===== src/rtl/monocular_pkg.sv =====
// Shared types for the logic-analyser capture path: FIFO entry layout and
// the byte-serializer state encoding.
package monocular_pkg;

    localparam int TS_WIDTH     = 16;
    localparam int SAMPLE_WIDTH = 8;
    localparam int ENTRY_WIDTH  = SAMPLE_WIDTH + TS_WIDTH;

    typedef struct packed {
        logic [SAMPLE_WIDTH-1:0] value;
        logic [TS_WIDTH-1:0]     ts;
    } entry_t;

    typedef enum logic [1:0] {
        IDLE = 2'd0,
        B0   = 2'd1,
        B1   = 2'd2,
        B2   = 2'd3
    } ser_state_t;

endpackage


===== src/rtl/pin_change_capture_if.sv =====
// Byte stream toward the SPI slave. out_byte is transferred on a CLK edge where
// out_valid && out_ready; once out_valid rises, out_byte/out_valid hold until then.
interface pin_change_capture_if;
    import monocular_pkg::*;

    logic [SAMPLE_WIDTH-1:0] out_byte;
    logic                    out_valid;
    logic                    out_ready;

    modport master (output out_byte, output out_valid, input out_ready);
    modport slave  (input out_byte, input out_valid, output out_ready);

endinterface


===== src/rtl/sync_fifo.sv =====
// Single-clock FIFO with registered level. Pushes are refused when full, even
// if a pop happens in the same cycle; pops are refused when empty.
module sync_fifo #(
    parameter int WIDTH = 24,
    parameter int DEPTH = 64
) (
    input  logic                     CLK,
    input  logic                     reset,
    input  logic                     i_push,
    input  logic [WIDTH-1:0]         i_data,
    input  logic                     i_pop,
    output logic [WIDTH-1:0]         o_data,
    output logic                     o_full,
    output logic                     o_empty,
    output logic [$clog2(DEPTH):0]   o_level
);

    localparam int AW = $clog2(DEPTH);

    logic [WIDTH-1:0] r_mem [DEPTH];
    logic [AW-1:0]    r_wr_ptr;
    logic [AW-1:0]    r_rd_ptr;
    logic [AW:0]      r_level;
    logic             w_do_push;
    logic             w_do_pop;

    assign o_full    = (r_level == (AW+1)'(DEPTH));
    assign o_empty   = (r_level == '0);
    assign o_level   = r_level;
    assign o_data    = r_mem[r_rd_ptr];
    assign w_do_push = i_push && !o_full;
    assign w_do_pop  = i_pop && !o_empty;

    always_ff @(posedge CLK) begin
        if (w_do_push) r_mem[r_wr_ptr] <= i_data;
    end

    always_ff @(posedge CLK) begin
        if (reset) begin
            r_wr_ptr <= '0;
            r_rd_ptr <= '0;
            r_level  <= '0;
        end else begin
            if (w_do_push) r_wr_ptr <= r_wr_ptr + 1'b1;
            if (w_do_pop)  r_rd_ptr <= r_rd_ptr + 1'b1;
            if (w_do_push && !w_do_pop)      r_level <= r_level + 1'b1;
            else if (!w_do_push && w_do_pop) r_level <= r_level - 1'b1;
        end
    end

endmodule


===== src/rtl/pin_change_capture.sv =====
// Synchronises the probe pins, records (value, delta-time) entries on change,
// enable rising or timestamp keepalive, and streams each entry as 3 bytes.
module pin_change_capture
    import monocular_pkg::*;
#(
    parameter int DEPTH  = 64,
    parameter int TS_MAX = 65535
) (
    input  logic                      CLK,
    input  logic                      reset,
    input  logic [SAMPLE_WIDTH-1:0]   pin_values,
    input  logic                      enable,
    pin_change_capture_if.master      bus,
    output logic                      overflow,
    output logic [$clog2(DEPTH):0]    fifo_level,
    output ser_state_t                o_dbg_state
);

    localparam logic [TS_WIDTH-1:0] TS_MAX_L = TS_WIDTH'(TS_MAX);

    logic [SAMPLE_WIDTH-1:0] r_s1;
    logic [SAMPLE_WIDTH-1:0] r_s2;
    logic [SAMPLE_WIDTH-1:0] r_prev;
    logic                    r_en_d;
    logic [TS_WIDTH-1:0]     r_ts;
    logic                    r_overflow;
    ser_state_t              r_state;
    ser_state_t              w_state_next;
    entry_t                  r_frame;

    logic                    w_rise;
    logic                    w_change;
    logic                    w_keep;
    logic                    w_push;
    logic                    w_pop;
    logic                    w_full;
    logic                    w_empty;
    entry_t                  w_entry;
    logic [ENTRY_WIDTH-1:0]  w_fifo_rdata;
    logic [SAMPLE_WIDTH-1:0] w_byte;

    assign w_rise   = enable && !r_en_d;
    assign w_change = enable && (r_s2 != r_prev);
    assign w_keep   = enable && (r_ts == TS_MAX_L);
    assign w_push   = w_rise || w_change || w_keep;

    // A keepalive without a change has s2 == prev and ts == TS_MAX, so the
    // change form {s2, ts} already encodes it.
    assign w_entry.value = r_s2;
    assign w_entry.ts    = w_rise ? '0 : r_ts;

    always_ff @(posedge CLK) begin
        if (reset) begin
            r_s1       <= '0;
            r_s2       <= '0;
            r_prev     <= '0;
            r_en_d     <= 1'b0;
            r_ts       <= '0;
            r_overflow <= 1'b0;
        end else begin
            r_s1   <= pin_values;
            r_s2   <= r_s1;
            r_en_d <= enable;
            if (!enable)     r_ts <= '0;
            else if (w_push) r_ts <= TS_WIDTH'(1);
            else             r_ts <= r_ts + 1'b1;
            if (!enable || w_push) r_prev <= r_s2;
            // A dropped push wins over the clear on an enable rising edge.
            if (w_push && w_full) r_overflow <= 1'b1;
            else if (w_rise)      r_overflow <= 1'b0;
        end
    end

    sync_fifo #(
        .WIDTH (ENTRY_WIDTH),
        .DEPTH (DEPTH)
    ) u_fifo (
        .CLK     (CLK),
        .reset   (reset),
        .i_push  (w_push),
        .i_data  (w_entry),
        .i_pop   (w_pop),
        .o_data  (w_fifo_rdata),
        .o_full  (w_full),
        .o_empty (w_empty),
        .o_level (fifo_level)
    );

    always_ff @(posedge CLK) begin
        if (reset) begin
            r_state <= IDLE;
            r_frame <= '0;
        end else begin
            r_state <= w_state_next;
            if (w_pop) r_frame <= w_fifo_rdata;
        end
    end

    always_comb begin
        w_state_next = r_state;
        w_pop        = 1'b0;
        w_byte       = '0;
        case (r_state)
            IDLE: begin
                if (!w_empty) begin
                    w_pop        = 1'b1;
                    w_state_next = B0;
                end
            end
            B0: begin
                w_byte = r_frame.value;
                if (bus.out_ready) w_state_next = B1;
            end
            B1: begin
                w_byte = r_frame.ts[15:8];
                if (bus.out_ready) w_state_next = B2;
            end
            B2: begin
                w_byte = r_frame.ts[7:0];
                if (bus.out_ready) begin
                    if (!w_empty) begin
                        w_pop        = 1'b1;
                        w_state_next = B0;
                    end else begin
                        w_state_next = IDLE;
                    end
                end
            end
            default: w_state_next = IDLE;
        endcase
    end

    assign bus.out_byte  = w_byte;
    assign bus.out_valid = (r_state != IDLE);
    assign overflow      = r_overflow;
    assign o_dbg_state   = r_state;

endmodule


===== src/flat_wrapper.sv =====
// flat-port wrapper written by rule: the top's interface ports become plain ports
module pin_change_capture_flat import monocular_pkg::*;
#(
    parameter int DEPTH  = 64,
    parameter int TS_MAX = 65535
)
  (CLK, reset, pin_values, enable, overflow, fifo_level, o_dbg_state, bus_out_byte, bus_out_valid, bus_out_ready);
  pin_change_capture_if bus_i ();
  input  logic CLK;
  input  logic reset;
  input  logic [SAMPLE_WIDTH-1:0] pin_values;
  input  logic enable;
  output logic overflow;
  output logic [$clog2(DEPTH):0] fifo_level;
  output ser_state_t o_dbg_state;
  output wire logic [$bits(bus_i.out_byte)-1:0] bus_out_byte;
  output wire logic [$bits(bus_i.out_valid)-1:0] bus_out_valid;
  input wire logic [$bits(bus_i.out_ready)-1:0] bus_out_ready;
  assign bus_out_byte = bus_i.out_byte;
  assign bus_out_valid = bus_i.out_valid;
  assign bus_i.out_ready = bus_out_ready;
  pin_change_capture #(.DEPTH(DEPTH), .TS_MAX(TS_MAX)) u_core (.CLK(CLK), .reset(reset), .pin_values(pin_values), .enable(enable), .bus(bus_i), .overflow(overflow), .fifo_level(fifo_level), .o_dbg_state(o_dbg_state));
endmodule

===== config.mk =====
export PLATFORM = sky130hd
export DESIGN_NAME = pin_change_capture_flat
export DESIGN_NICKNAME = d
export VERILOG_FILES = /design/src/rtl/monocular_pkg.sv /design/src/rtl/pin_change_capture_if.sv /design/src/rtl/sync_fifo.sv /design/src/rtl/pin_change_capture.sv /design/src/flat_wrapper.sv
export SDC_FILE = /design/constraint.sdc
export NUM_CORES = 2
export LEC_CHECK = 0
export ABC_AREA = 1
export CAP_MARGIN = 40
export CORE_MARGIN = 3
export CORE_UTILIZATION = 55
export DETAILED_ROUTE_END_ITERATION = 10
export HOLD_SLACK_MARGIN = 0.02
export PLACE_DENSITY = 0.71
export SKIP_LAST_GASP = 1
export SLEW_MARGIN = 15
export SYNTH_ARGS = -nofsm -noshare
export SYNTH_HDL_FRONTEND = slang
export SYNTH_SLANG_ARGS = --single-unit
export TNS_END_PERCENT = 10

===== constraint.sdc =====
create_clock -name CLK -period 4.95 [get_ports CLK]
set_clock_uncertainty 0.1 [all_clocks]
set_input_delay 0.495 -clock CLK [delete_from_list [all_inputs] [get_ports CLK]]
set_output_delay 0.495 -clock CLK [all_outputs]
set_load 0.02 [all_outputs]

==> flow_summary.yaml <==
outcome:
  status: "finished, final reports clean"
timing:
  finalSetupTns_ns: 0
  hold_viol_final: 0
  setup_viol: 0
  slew_violations: 0
  fin_ws_ns: 1.458
  post-route-min-period_ns: 3.492
  max_freq_ghz: 0.2863
  relSlewSlack: 0.3133
  rsz0062_at_grt: "no"
  tightestPinTransition_ns: 1.030
  finalCritPeriodShare: 0.7055
die:
  start_util: 0.5551
  die_area_sq_um: 127300
  core_sq_um: 121900
  die_w_um: 356.7
  row_count: 128
  io_pins: 31
  die_y_um: 356.7
clock_tree:
  cts_setup_buffers: 0
  cts_hold_buf: 0
  clk_latency_ns: 0.75
  cts_tree: "built"
  cts.path.max_buffers: 3
  cts_buffers: 161
  clk_pin_slew_ns: 0.06
  cts_resized: 0
  cts_max_level: 4
  cts_num_sinks: 1623
  clockRootBuffer: "clkbuf_16"
synth:
  synthXorXnorAreaFrac: 0.002460
  seq_area_frac_synth: 0.7075
  synthAdderAreaFrac: 0.002885
  syn-cell-area_sq_um: 67660
  yosys.area_share.simple: 0.2141
  synthMuxAreaShare: 0
  synth_cells: 6326
  async_flop_share: 0
  synth_nets: 6353
  ys_warn_count: 0
  synth_compound_area_frac: 0.02173
  synth_edf_count: 1536
  synth_top_family_by_area: "simple AND/OR/NAND/NOR gates"
  ys_types: 36
  synth_flop_cell: "edfxtp_1"
  ys_seq_elements: 1623
  syn_avg_cell_area_sq_um: 10.70
drt:
  wirelength_mm: 178.5
  dr.first_iter.drc_count: 6312
  via_per_inst: 5.688
  postRouteAntennaNets: 0
  drt-pass1-iter-count: 8
  post_drt_wl_per_cell_um: 22.12
  drc_errors: 0
  via_count: 45920
power:
  p_sw_w: 0.01002
  p_sw_frac: 0.2983
  comb_power_share: 0.204
  p_clk_frac: 0.343
  p_seq_frac: 0.453
  powerDensity_nw_per_um2: 446.3
  ir_drop_mv: 0.4269
  p_int_w: 0.02358
  leakage_nw: 29.25
run:
  cap_violations: 0
finish:
  ff_latch_area_sq_um: 47890
  drive_gt1_frac: 0.07492
  multi_input_area_sq_um: 16600
  syn_to_final_growth_pct: 11.27
  final_util: 0.6177
  fillers: 9229
  diodes: 0
  final_net_count: 6353
place:
  io_buffers: 30
  dp_hpwl_mm: 94.47
  place_ws_ns: 1.516
  gp_routability_congestion: 0.9210
worst_setup_path:
  worstPathArrival_ns: 2.90
  end_kind: "primary output"
  startpoint_type: "flop"
  critPathMaxFanout: 11
  crit_type: "flop to primary output"
  cp.required_ns: 4.36
global_route:
  grt_first_pass_wirelength_mm: 265.2
  grt_pass1_vias: 42820
  overflow: 0
  grt_antenna_before_repair: 2
  grt_max_degree: 183
  grtUsageTotal: 0.2785
hold_path:
  min_path_type: "input port to flop"
## logic make-up after synthesis
kind of cell | Yosys count
compound gates | 292
xor+xnor | 19
fa+ha+maj | 15
buf+inv | 848
flops | 1623
simple gates | 3529
## synthesized netlist by cell type (6+ instances only)
cell	count	area, sq um
buf_4	16	120.1
buf_1	38	142.6
nand2_1	1984	7447
nor3_1	6	30.03
nand2_2	7	43.79
edfxtp_1	1536	46120
inv_2	7	26.28
ha_1	14	175.2
dfxtp_1	87	1742
buf_2	157	785.8
nand3_1	843	4219
o21ai_0	163	815.8
inv_1	496	1862
xor2_1	17	148.9
clkbuf_1	128	480.5
nor2_1	660	2477
a21oi_1	125	625.6
nand4_1	8	50.05
nor2_2	7	43.79
## state kept, by name, summed over array words and instances, names as in the netlist, 7 cells and up
register               cells
u_core.u_fifo.r_mem     1536
u_core.r_frame            24
u_core.r_ts               16
u_core.r_prev              8
u_core.r_s1                8
u_core.r_s2                8
u_core.u_fifo.o_level      7
## routing by layer
metal | up-vias | GRT usage | wire length, um | share of wire
met1 | 21960 | 0.4095 | 72530 | 0.41
met3 | 332 | 0.05056 | 19590 | 0.11
met2 | 2534 | 0.4142 | 79470 | 0.45
li1 | 21090 | - | - | -
met5 | - | 0 | 0 | 0
met4 | 0 | 0.1118 | 6942 | 0.039
## layout by cell type, fill, tap and decap left out, types with 4 or more instances in the layout
cell,netlist,routed
a21oi_1,125,125
buf_12,0,26
buf_16,0,9
buf_4,16,115
bufinv_16,0,6
clkbuf_1,128,40
clkbuf_16,0,167
clkbuf_8,0,4
clkdlybuf4s50_1,0,29
clkinv_1,1,35
clkinv_2,0,23
clkinvlp_4,0,4
dfxtp_1,87,75
dfxtp_2,0,9
edfxtp_1,1536,1536
ha_1,14,14
inv_1,496,495
nand2_1,1984,1983
nand2_2,7,7
nand3_1,843,843
nand3_4,4,4
nand4_1,8,8
nor2_1,660,587
nor2_2,7,63
nor2_4,1,18
nor3_1,6,6
o21ai_0,163,163
xor2_1,17,17
## final cells by class
type,count,share of cell area
flip-flops and latches,1623,0.6361
multi-input cells,3855,0.2205
clock buffers,211,0.05824
well taps,1625,0.02701
repair buffers,180,0.02560
inverters,505,0.02553
clock inverters,73,0.007014
## critical path, stage by stage, from the launching register on
cell and delay (ns):
dfxtp_1 0.42, ha_1 0.57, nand2_1 0.14, nand3_1 0.12, nand2_1 0.19, inv_1 0.12, clkdlybuf4s50_1 0.60
## worst paths after layout
| check | start | to | slack, ns | depth (start not counted) |
|---|---|---|---|---|
| hold reg to reg | u_core.r_s1[5] | u_core.r_s2[5] | 0.29 | 2 |
| setup reg to reg | u_core.r_s2[7] | u_core.u_fifo.o_level[5] | 1.49 | 21 |
| setup / recovery | u_core.o_dbg_state[1] | bus_out_byte[6] | 1.46 | 6 |
| hold / removal | reset | u_core.r_prev[2] | 0.13 | 2 |
## metrics by stage
stage	instances	hold slack [ns]	power, W	instance area (sq um)
after floorplan	6326	0.2883	0.02037	67660
after global placement	7773	0.2843	0.02208	70000
after detailed placement	7777	0.2850	0.02223	70100
after CTS	8061	0.07943	0.03362	75020
after global routing	8072	0.1198	0.03505	75280
final	8072	0.1256	0.03360	75280
## power by group through the flow
| stage | logic (W) | registers [W] | clock network [W] |
|---|---|---|---|
| after floorplan | 0.00491 | 0.0155 | 0 |
| after global placement | 0.00658 | 0.0155 | 0 |
| after detailed placement | 0.00673 | 0.0155 | 0 |
| after CTS | 0.00678 | 0.0152 | 0.0116 |
| after global routing | 0.00764 | 0.0152 | 0.0122 |
| final | 0.00686 | 0.0152 | 0.0115 |
Power figures use the tool's default switching activity.
